===== src/rtl/stacker_pkg.sv =====
// Shared definitions for the stacker game: FSM state encoding, board geometry
// and the small combinational helpers used by the controller and bar mover.
package stacker_pkg;

  localparam int          NUM_ROWS = 8;
  localparam int          NUM_COLS = 8;
  localparam logic [7:0]  FULL_ROW = 8'hFF;

  typedef enum logic [2:0] {
    ST_IDLE,
    ST_CLEAR,
    ST_LOAD,
    ST_MOVE,
    ST_COMMIT,
    ST_MISS,
    ST_LOSE,
    ST_WIN
  } state_t;

  // Contiguous run of `width` lit columns starting at column `pos`.
  function automatic logic [7:0] bar_pattern(input logic [3:0] width, input logic [2:0] pos);
    logic [15:0] mask;
    mask = (16'd1 << width) - 16'd1;
    return 8'(mask << pos);
  endfunction

  function automatic logic [3:0] popcount8(input logic [7:0] v);
    logic [3:0] n;
    n = '0;
    for (int i = 0; i < 8; i++) n = n + {3'b000, v[i]};
    return n;
  endfunction

endpackage


===== src/rtl/stacker_bar_mover.sv =====
// Holds the sliding bar (position, direction, width) and bounces it between the
// row edges on each step; exposes the current and post-step bar patterns.
module stacker_bar_mover
  import stacker_pkg::*;
#(
  parameter int START_WIDTH = 3
) (
  input  logic       clk,
  input  logic       reset,
  input  logic       load,
  input  logic [3:0] load_width,
  input  logic       step,
  output logic [7:0] cur,
  output logic [7:0] cur_nxt
);

  logic [2:0] pos_q;
  logic [3:0] width_q;
  logic       dir_up_q;

  logic [2:0] pos_nxt;
  logic       dir_up_nxt;
  logic [3:0] right_edge;

  // Reverse on the step that would run off either edge, so the bar never
  // sits on an edge for two ticks.
  always_comb begin
    right_edge = {1'b0, pos_q} + width_q;
    dir_up_nxt = dir_up_q;
    pos_nxt    = pos_q;
    if (dir_up_q && right_edge == 4'(NUM_COLS)) begin
      dir_up_nxt = 1'b0;
      pos_nxt    = pos_q - 3'd1;
    end else if (!dir_up_q && pos_q == 3'd0) begin
      dir_up_nxt = 1'b1;
      pos_nxt    = 3'd1;
    end else if (dir_up_q) begin
      pos_nxt = pos_q + 3'd1;
    end else begin
      pos_nxt = pos_q - 3'd1;
    end
  end

  assign cur     = bar_pattern(width_q, pos_q);
  assign cur_nxt = bar_pattern(width_q, pos_nxt);

  always_ff @(posedge clk or posedge reset) begin
    if (reset) begin
      pos_q    <= 3'd0;
      width_q  <= 4'(START_WIDTH);
      dir_up_q <= 1'b1;
    end else if (load) begin
      pos_q    <= 3'd0;
      width_q  <= load_width;
      dir_up_q <= 1'b1;
    end else if (step) begin
      pos_q    <= pos_nxt;
      dir_up_q <= dir_up_nxt;
    end
  end

endmodule


===== src/rtl/stacker_game_ctrl.sv =====
// Stacker game controller: runs the row-by-row lock/trim game and drives the
// display row writer with registered write/clear strobes, row index and score.
module stacker_game_ctrl
  import stacker_pkg::*;
#(
  parameter int START_WIDTH = 3,
  parameter int SHRINK_ROW2 = 4,
  parameter int SHRINK_ROW1 = 6
) (
  input  logic       clk,
  input  logic       reset,
  input  logic       btn,
  input  logic       update_tick,
  output logic [7:0] val,
  output logic [2:0] row_index,
  output logic       write_strobe,
  output logic       clr_array,
  output logic       game_over,
  output logic       win,
  output logic [3:0] score
);

  localparam logic [2:0] LAST_ROW  = 3'(NUM_ROWS - 1);
  localparam logic [3:0] MAX_SCORE = 4'(NUM_ROWS);

  state_t     state_q, state_d;
  logic [7:0] prev_q;
  logic       load;
  logic [3:0] load_width;
  logic       step;
  logic [7:0] cur;
  logic [7:0] cur_nxt;
  logic [7:0] ov;
  logic [3:0] next_row;
  logic [3:0] next_width;

  function automatic logic [3:0] cap_width(input logic [3:0] pc, input logic [3:0] nrow);
    logic [3:0] w;
    w = pc;
    if (int'(nrow) >= SHRINK_ROW1 && w > 4'd1) w = 4'd1;
    else if (int'(nrow) >= SHRINK_ROW2 && w > 4'd2) w = 4'd2;
    return w;
  endfunction

  function automatic logic [3:0] sat_inc(input logic [3:0] s);
    return (s >= MAX_SCORE) ? MAX_SCORE : s + 4'd1;
  endfunction

  stacker_bar_mover #(
    .START_WIDTH(START_WIDTH)
  ) u_bar (
    .clk       (clk),
    .reset     (reset),
    .load      (load),
    .load_width(load_width),
    .step      (step),
    .cur       (cur),
    .cur_nxt   (cur_nxt)
  );

  // prev_q already holds the locked overlap while in COMMIT.
  assign ov         = cur & prev_q;
  assign next_row   = {1'b0, row_index} + 4'd1;
  assign next_width = cap_width(popcount8(prev_q), next_row);

  always_comb begin
    state_d    = state_q;
    load       = 1'b0;
    load_width = 4'(START_WIDTH);
    step       = 1'b0;
    case (state_q)
      ST_IDLE:  if (btn) state_d = ST_CLEAR;
      ST_CLEAR: begin
        load    = 1'b1;
        state_d = ST_LOAD;
      end
      ST_LOAD:  state_d = ST_MOVE;
      ST_MOVE: begin
        // A press takes priority; a coincident tick is dropped.
        if (btn) state_d = (ov == 8'h00) ? ST_MISS : ST_COMMIT;
        else if (update_tick) step = 1'b1;
      end
      ST_COMMIT: begin
        load       = 1'b1;
        load_width = next_width;
        state_d    = (row_index == LAST_ROW) ? ST_WIN : ST_LOAD;
      end
      ST_MISS:  state_d = ST_LOSE;
      ST_LOSE,
      ST_WIN:   if (btn) state_d = ST_CLEAR;
      default:  state_d = ST_IDLE;
    endcase
  end

  // Outputs are registered from the next state so they line up with the
  // cycle spent in that state.
  always_ff @(posedge clk or posedge reset) begin
    if (reset) begin
      state_q      <= ST_IDLE;
      prev_q       <= FULL_ROW;
      val          <= 8'h00;
      row_index    <= 3'd0;
      write_strobe <= 1'b0;
      clr_array    <= 1'b0;
      game_over    <= 1'b0;
      win          <= 1'b0;
      score        <= 4'd0;
    end else begin
      state_q      <= state_d;
      clr_array    <= (state_d == ST_CLEAR);
      write_strobe <= step || (state_d == ST_LOAD) || (state_d == ST_COMMIT) ||
                      (state_d == ST_MISS);
      game_over    <= (state_d == ST_LOSE);
      win          <= (state_d == ST_WIN);
      case (state_d)
        ST_CLEAR: begin
          row_index <= 3'd0;
          score     <= 4'd0;
          prev_q    <= FULL_ROW;
        end
        ST_LOAD: begin
          val <= bar_pattern(load_width, 3'd0);
          if (state_q == ST_COMMIT) row_index <= row_index + 3'd1;
        end
        ST_MOVE:   if (step) val <= cur_nxt;
        ST_COMMIT: begin
          val    <= ov;
          prev_q <= ov;
          score  <= sat_inc(score);
        end
        ST_MISS:   val <= 8'h00;
        default:   ;
      endcase
    end
  end

endmodule


===== config.mk =====
export PLATFORM = sky130hd
export DESIGN_NAME = stacker_game_ctrl
export DESIGN_NICKNAME = d
export VERILOG_FILES = /design/src/rtl/stacker_pkg.sv /design/src/rtl/stacker_bar_mover.sv /design/src/rtl/stacker_game_ctrl.sv
export SDC_FILE = /design/constraint.sdc
export NUM_CORES = 1
export LEC_CHECK = 0
export BUFFER_PORTS_ARGS = -buffer_cell sky130_fd_sc_hd__buf_2
export CORE_MARGIN = 1.5
export CORE_UTILIZATION = 30
export CTS_CLUSTER_DIAMETER = 40
export DETAILED_ROUTE_END_ITERATION = 10
export PLACE_DENSITY = 0.55
export SYNTH_ARGS = -nofsm -noshare
export SYNTH_HDL_FRONTEND = slang
export SYNTH_SLANG_ARGS = --single-unit
export TNS_END_PERCENT = 30

===== constraint.sdc =====
create_clock -name clk -period 5.26 [get_ports clk]
set_input_delay 1.052 -clock clk [delete_from_list [all_inputs] [get_ports clk]]
set_output_delay 1.052 -clock clk [all_outputs]
set_load 0.02 [all_outputs]

==> results by group, run 1 <==
Logic synthesis
  – Area contributors post-synth: dfrtp_1 (20%), dfstp_2 (8.7%), ha_1 (6.0%)
  – Flops & latches, synth: 38
  – Synth Instances: 399
  – Post-synth EDFFs: 0
  – Top FF cell, synth: dfrtp_1
  – Post-synthesis sequential area ratio: 0.289
  – Post-Syn Area: 3330 um2
  – Syn_nets: 424
  – Synth async-reset ratio: 1.00
  – Yosys top cell by area: dfrtp_1
  – Synth cell types: 74
  – Mapped Avg Cell Area: 8.36 um2
  – Synth top area share: 0.203
  – Warnings, synthesis: 0

STA
  – F_max: 200 MHz
  – Fin. max-slew vios: 0
  – Layout Skew: 0.00477 ns
  – Final period utilization: 0.952
  – Final setup viols: 0
  – Final Hold Fails: 0
  – Slew HR: 0.528
  – Slew @ Worst Pin: 0.705 ns
  – Worst setup margin: 0.250 ns
  – Final min period: 5.01 ns
  – Final setup TNS: 0 ns
  – RSZ-0062 raised after global routing: false

Clock network
  – Post_cts resized: 0
  – Clk_lat worst skew: 0.30 ns
  – TritonCTS clock tree: yes
  – H-tree depth: 2
  – Cts bufs inserted: 5
  – Number of clock sinks: 38
  – Setup Buffers After CTS: 0
  – Clock Tree Buf Depth: 2
  – Clk root buf: clkbuf_8
  – Clock-pin slew on the worst setup and hold paths: 0.08 ns
  – Cts hold-fix bufs: 0

Finish
  – Area of the multi-input gates: 2190 um2
  – Commonest non-fill, non-tap cell in the layout: nand2_1
  – Area grow syn2layout: 9.79%
  – Antenna Cells: 0
  – Fraction of layout cells with a size suffix above 1: 0.157
  – FF+latch area: 965 um2
  – Final nets: 438
  – Fillers: 1,171
  – Most frequent cells in the layout: nand2_1 (33), a21oi_1 (29), o21ai_0 (27), dfrtp_1 (27), nor2_1 (26)
  – Finished Core Util: 0.338

Worst setup path
  – Crit. End Element: flop
  – WP data required: 5.45 ns
  – Setup CP Type: flop to flop
  – Worst Reg-to-Reg Cells: 19
  – Startpoint types: flop
  – R2r endpoint: val[4]
  – FF-to-FF setup slack: 0.25 ns
  – RR Startpoint: prev_q[1]
  – CP arrival: 5.20 ns
  – Crit-path max FO: 7

Global routing
  – Number of global-route vias before repair: 2,951
  – First-pass GRT wire length: 15.4 mm
  – Total congestion overflow: 0
  – Initial antenna violation count: 0
  – GRT Util Overall: 0.165
  – Largest net degree at the start of global routing: 39

Min path
  – Hold path startpoint: val[3]
  – WHS Endpoint: val[3]
  – WHS Path Cells: 1
  – Hold crit path type: flop to flop

Routing
  – Detailed Routing Iterations Pass 1: 5
  – Initial DRC Count: 234
  – Via count: 3,083
  – DRC: 0
  – DR vias/cell: 5.56
  – Routed WL: 9.21 mm
  – WL/cell: 16.6 um
  – Detail Route Antenna Nets: 0

Placed design
  – Setup WS pre-CTS: 0.0679 ns
  – DP HPWL: 6.85 mm
  – IO buf count: 22
  – GP Congestion: 0.896

Die
  – Die Wd: 108 um
  – DIE HEIGHT: 108 um
  – Row cnt: 38
  – Core box area: 10,800 um2
  – IO Pins: 23
  – Die Area: 11,800 um2
  – Starting density of the core: 0.308

Run
  – Max_cap viols: 0

Status
  – Status: finished, final reports clean
per-layer routing:
metal / share of wire / global-route usage
met1: 0.46 / 0.225
met2: 0.49 / 0.274
met3: 0.034 / 0.0199
met4: 0.015 / 0.0489
met5: 0 / 0
worst max-delay path, cell delays in order, from the launching register on:
cell,delay [ns]
dfstp_2,0.58
fa_1,0.43
inv_1,0.08
fa_1,0.43
fa_1,0.49
inv_1,0.04
ha_1,0.18
inv_1,0.07
fa_2,0.48
and3b_1,0.19
a221o_1,0.35
and4_1,0.24
nor2_1,0.11
nand2_1,0.06
ha_2,0.22
nand2_1,0.07
a31oi_1,0.06
xor2_1,0.19
or3_1,0.32
o32a_1,0.29
synth_stat cells (all sizes together) (4+ instances only):
library cell   n
o31ai          6
inv           26
nand3b         4
ha            16
and3           7
nand3         12
nand2         33
nor2b          7
nor2          26
dfstp         11
nor3b          4
xor2           4
mux2i          8
o221ai         5
a31oi          5
mux2           4
or3            6
dfrtp         27
nor3           9
nand4          4
clkbuf         9
nand2b        15
fa             5
a21oi         29
and2           5
a21o           6
buf            9
o21ai         29
a211oi         6
per-stage QoR:
stage	cell area (um2)	instances	hold WS (ns)
3_3_place_gp	3560	546	0.473
6_report	3660	554	0.490
5_1_grt	3660	554	0.525
4_1_cts	3660	554	0.494
2_1_floorplan	3330	399	0.502
3_5_place_dp	3560	546	0.476
how the worst max path moves through the flow:
stage                     startpoint  endpoint  slack (ns)  depth (start not counted)
after floorplan            prev_q[1]    val[4]        0.51                         19
after global placement     prev_q[1]    val[4]        0.29                         20
after detailed placement   prev_q[1]    val[4]        0.07                         20
after CTS                  prev_q[1]    val[4]        0.06                         20
after global routing       prev_q[1]    val[4]        0.03                         19
final                      prev_q[1]    val[4]        0.25                         19
cell families (layout without fill, tap and decap cells):
kind of cell / Yosys count / in the layout / share of synthesized area
xor+xnor: 6 / 6 / 0.0158
flops: 38 / 38 / 0.289
fa+ha+maj: 21 / 21 / 0.0901
mux: 12 / 12 / 0.0375
compound gates: 126 / 126 / 0.262
buf+inv: 46 / 61 / 0.0548
simple gates: 150 / 150 / 0.251
flip-flops by register name (all words and copies together) (netlist names):
name and flops:
val 8, write_strobe 1, game_over 1, row_index 3, score 4, win 1, clr_array 1, u_bar.pos_q 3
u_bar.dir_up_q 1, state_q 3, u_bar.width_q 4, prev_q 8
layout make-up:
type | count | area share
multi-input combinational | 315 | 0.599
sequential | 38 | 0.263
tap | 140 | 0.0478
timing repair buffer | 25 | 0.0362
inverter | 28 | 0.0287
clock buffer | 7 | 0.0236
clock inverter | 1 | 0.00137
Power of run 1 is not shown: default switching activity piles up to over one toggle a cycle in this logic, so the estimate is an artifact.
==> run 2, diff against run 1 <==
--- a/config.mk
+++ b/config.mk
@@ -10,7 +10,7 @@
 export CORE_UTILIZATION = 30
 export CTS_CLUSTER_DIAMETER = 40
 export DETAILED_ROUTE_END_ITERATION = 10
-export PLACE_DENSITY = 0.55
+export PLACE_DENSITY_LB_ADDON = 0.05
 export SYNTH_ARGS = -nofsm -noshare
 export SYNTH_HDL_FRONTEND = slang
 export SYNTH_SLANG_ARGS = --single-unit
==> results by group, run 2 (same netlist as run 1, synthesis figures left out) <==
Status
  – Status: finished, final reports clean

Finish
  – Most frequent cells in the layout: nand2_1 (33), a21oi_1 (29), o21ai_0 (28), dfrtp_1 (27), nor2_1 (26)
  – Antenna Cells: 0
  – Commonest non-fill, non-tap cell in the layout: nand2_1
  – Final nets: 441
  – Area grow syn2layout: 10.5%
  – Registers with the most flip-flops: prev_q x8, val x8
  – Fraction of layout cells with a size suffix above 1: 0.163

Worst setup path
  – Worst setup path start: prev_q[1]
  – Setup CP Type: flop to flop
  – CP Capture Point: val[4]
  – CP arrival: 5.14 ns
  – WP data required: 5.44 ns
  – Crit. End Element: flop
  – FF-to-FF setup slack: 0.30 ns
  – Worst Reg-to-Reg Cells: 19
  – Crit-path max FO: 7
  – Startpoint types: flop
  – R2r endpoint: val[4]
  – RR Startpoint: prev_q[1]

Clock network
  – Clock-pin slew on the worst setup and hold paths: 0.08 ns
  – Clk_lat worst skew: 0.29 ns
  – Cts bufs inserted: 5
  – Clock Tree Buf Depth: 2
  – Clk root buf: clkbuf_8
  – Number of clock sinks: 38
  – H-tree depth: 2
  – TritonCTS clock tree: yes

Routing
  – Via count: 3,135
  – WL/cell: 17.6 um
  – Initial DRC Count: 223
  – DRC: 0
  – DR vias/cell: 5.63
  – Routed WL: 9.80 mm
  – Detail Route Antenna Nets: 0
  – Detailed Routing Iterations Pass 1: 4

STA
  – Final period utilization: 0.943
  – Slew @ Worst Pin: 0.759 ns
  – Worst setup margin: 0.299 ns
  – Final min period: 4.96 ns
  – Layout Skew: 0.00662 ns
  – Fin. max-slew vios: 0
  – Final setup TNS: 0 ns
  – Slew HR: 0.492
  – Final Hold Fails: 0
  – F_max: 202 MHz
  – Final setup viols: 0
  – RSZ-0062 raised after global routing: false

Die
  – Die Area: 11,800 um2
  – Die Wd: 108 um
  – IO Pins: 23
  – DIE HEIGHT: 108 um
  – Row cnt: 38
  – Core box area: 10,800 um2
  – Starting density of the core: 0.308

Global routing
  – First-pass GRT wire length: 16.0 mm
  – GRT Util Overall: 0.174
  – Initial antenna violation count: 0
  – Total congestion overflow: 0
  – Largest net degree at the start of global routing: 39
  – Number of global-route vias before repair: 2,921

Placed design
  – DP HPWL: 7.36 mm
  – Setup WS pre-CTS: 0.244 ns
  – IO buf count: 22
  – GP Congestion: 0.804

Min path
  – Hold crit path type: flop to flop

Run
  – Max_cap viols: 0
run 2: final cells by class:
cell class / count / area, um2
tap: 140 / 175
fill: 1156 / 7160
sequential: 38 / 965
multi-input combinational: 315 / 2190
clock buffer: 7 / 86.3
clock inverter: 1 / 5.00
inverter: 28 / 105
timing repair buffer: 28 / 155
run 2: routing by layer:
metal  GRT usage  wire length, um
met5           0                0
met4      0.0555              204
met3      0.0217              409
met2       0.277             4660
met1       0.245             4520
run 2: what timing repair did:
| item | CTS | global route |
|---|---|---|
| hold buffers | 0 | 0 |
| setup endpoints to repair | 0 | 1 |
| gates resized for setup | 0 | 2 |
| setup buffers | 0 | 1 |
run 2: critical path, stage by stage, from the launching register on:
cell     delay (ns)
dfstp_2        0.58
fa_1           0.43
inv_1          0.08
fa_1           0.42
fa_1           0.49
inv_1          0.04
ha_1           0.19
inv_1          0.07
fa_2           0.48
and3b_1        0.19
a221o_1        0.35
and4_1         0.23
nor2_1         0.11
nand2_1        0.06
ha_2           0.22
nand2_1        0.07
a31oi_1        0.06
xor2_1         0.19
or3_1          0.31
o32a_1         0.28
run 2: how the worst min path moves through the flow:
stage          startpoint   endpoint  slack, ns  depth (start not counted)
2_1_floorplan   prev_q[7]  prev_q[7]       0.50                          2
3_3_place_gp       val[3]     val[3]       0.47                          1
3_5_place_dp       val[3]     val[3]       0.48                          1
4_1_cts            val[3]     val[3]       0.51                          1
5_1_grt            val[3]     val[3]       0.53                          1
6_report           val[3]     val[3]       0.49                          1
run 2: per-stage QoR:
stage	cell area, um2	cells	hold WS [ns]	utilization
6_report	3680	557	0.493	0.340
4_1_cts	3670	556	0.505	0.339
5_1_grt	3680	557	0.530	0.340
3_3_place_gp	3580	548	0.473	0.330
2_1_floorplan	3330	399	0.502	-
3_5_place_dp	3580	548	0.484	0.330
Power of run 2 is left out for the same reason.
==> run 3, diff against run 2 <==
--- a/config.mk
+++ b/config.mk
@@ -6,8 +6,9 @@
 export NUM_CORES = 1
 export LEC_CHECK = 0
 export BUFFER_PORTS_ARGS = -buffer_cell sky130_fd_sc_hd__buf_2
+export CORE_ASPECT_RATIO = 0.9
 export CORE_MARGIN = 1.5
-export CORE_UTILIZATION = 30
+export CORE_UTILIZATION = 55
 export CTS_CLUSTER_DIAMETER = 40
 export DETAILED_ROUTE_END_ITERATION = 10
 export PLACE_DENSITY_LB_ADDON = 0.05
==> results by group, run 3 (same netlist as run 1, synthesis figures left out) <==
Min path
  – Hold crit path type: flop to flop
  – Hold path startpoint: val[3]

Finish
  – Final Non-Filler Cells: 485
  – Antenna Cells: 0
  – Most frequent cells in the layout: nand2_1 (33), a21oi_1 (29), o21ai_0 (28), dfrtp_1 (27), nor2_1 (26)
  – Area grow syn2layout: 6.90%
  – Design area: 3560 um2
  – Fraction of layout cells with a size suffix above 1: 0.149
  – Commonest non-fill, non-tap cell in the layout: nand2_1
  – Registers with the most flip-flops: prev_q x8, val x8
  – Final nets: 439

Clock network
  – Cts hold-fix bufs: 0
  – H-tree depth: 2
  – Clock-pin slew on the worst setup and hold paths: 0.08 ns
  – Clock Tree Buf Depth: 2
  – Clk root buf: clkbuf_8
  – Number of clock sinks: 38
  – Post_cts resized: 0
  – Setup Buffers After CTS: 0
  – Cts bufs inserted: 5
  – TritonCTS clock tree: yes
  – Clk_lat worst skew: 0.29 ns

Worst setup path
  – Worst setup path start: prev_q[1]
  – RR Startpoint: prev_q[1]
  – Crit-path max FO: 7
  – Max incr delay on CP: 0.59 ns
  – CP arrival: 5.20 ns
  – WP data required: 5.44 ns
  – Crit. End Element: flop
  – Startpoint types: flop
  – Slowest cell on the critical path: dfstp_2
  – CP cell instances: fa_1, inv_1, fa_1, fa_1, inv_1, ha_1, inv_1, fa_1, and3b_1, a221o_1, and4_1, nor2_1, nand2_1, ha_1, nand2_1, a31oi_1, xor2_1, or3_1, o32a_1
  – Worst path most repeated cell: fa_1
  – Setup CP Type: flop to flop

Placed design
  – DP HPWL: 6.29 mm
  – Dpl cells: 477
  – IO buf count: 22
  – Placed cell area: 3480 um2
  – GP Congestion: 0.932

Global routing
  – Global-route met3 utilization: 0.0312
  – Met2 Usage GRT: 0.416
  – GRT Util Overall: 0.270
  – Met1 usage: 0.385
  – First-pass GRT wire length: 14.2 mm
  – Number of global-route vias before repair: 2,873
  – Largest net degree at the start of global routing: 39
  – GRT Max-Usage Layer: met2
  – Initial antenna violation count: 0
  – Total congestion overflow: 0

Run
  – Max_cap viols: 0

Die
  – Core box area: 5760 um2
  – Row cnt: 26
  – Starting density of the core: 0.579
  – Die Area: 6540 um2
  – Die Wd: 85.1 um
  – IO Pins: 23
  – DIE HEIGHT: 76.9 um

Routing
  – DRC: 0
  – Detailed Routing Iterations Pass 1: 4
  – Routed WL: 8.59 mm
  – Via count: 3,082
  – WL/cell: 17.7 um
  – Detail Route Antenna Nets: 0
  – DR vias/cell: 6.35
  – Initial DRC Count: 237

STA
  – Fin. max-slew vios: 0
  – Final setup viols: 0
  – Slew HR: 0.497
  – Final period utilization: 0.954
  – Final min period: 5.02 ns
  – Layout Skew: 0.00949 ns
  – Final Hold Fails: 0
  – Final setup TNS: 0 ns
  – F_max: 199 MHz
  – RSZ-0062 raised after global routing: false
  – Slew @ Worst Pin: 0.752 ns

Status
  – Status: finished, final reports clean
==> run 3: changes by cell type in the layout (fill, tap and decap cells not counted), sizes merged <==
| cell | change |
|---|---|
| clkinv | -1 |
| buf | -2 |
| clkbuf | +1 |
==> run 3: worst paths after layout <==
path | slack (ns) | to | cells after the start
max | 0.24 | val[4] | 19
min | 0.50 | val[3] | 1
max reg2reg | 0.24 | val[4] | 19
min reg2reg | 0.50 | val[3] | 1
max in group asynchronous | 3.99 | prev_q[4] | 3
min in group asynchronous | 0.88 | row_index[0] | 3
==> run 3: worst max-delay path, delay by kind of cell, from the launching register on <==
kind            cells  cell delay [ns]
simple gates        6             1.00
compound gates      3             0.67
fa+ha+maj           6             2.28
xor+xnor            1             0.18
flops               1             0.59
buf+inv             3             0.20
==> run 3: metal layers <==
metal	share of wire	routed length [um]	up-vias
li1	-	-	1506
met1	0.47	4010	1470
met2	0.46	3930	91
met3	0.049	425	15
met4	0.027	235	0
met5	0	0	-
==> run 3: through the flow <==
stage / utilization / setup WS (ns) / hold WS (ns)
after detailed placement: 0.605 / 0.258 / 0.484
after global placement: 0.605 / 0.319 / 0.470
after floorplan: - / 0.508 / 0.502
final: 0.619 / 0.244 / 0.501
after global routing: 0.619 / 0.00724 / 0.523
after CTS: 0.619 / 0.236 / 0.501
==> run 3: area by class of cell <==
type / count / area, um2
Sequential cell: 38 / 965
Fill cell: 518 / 2190
Multi-Input combinational cell: 315 / 2190
Tap cell: 70 / 87.6
Timing Repair Buffer: 26 / 140
Inverter: 28 / 105
Clock buffer: 8 / 80.1
Power of run 3 is left out for the same reason.
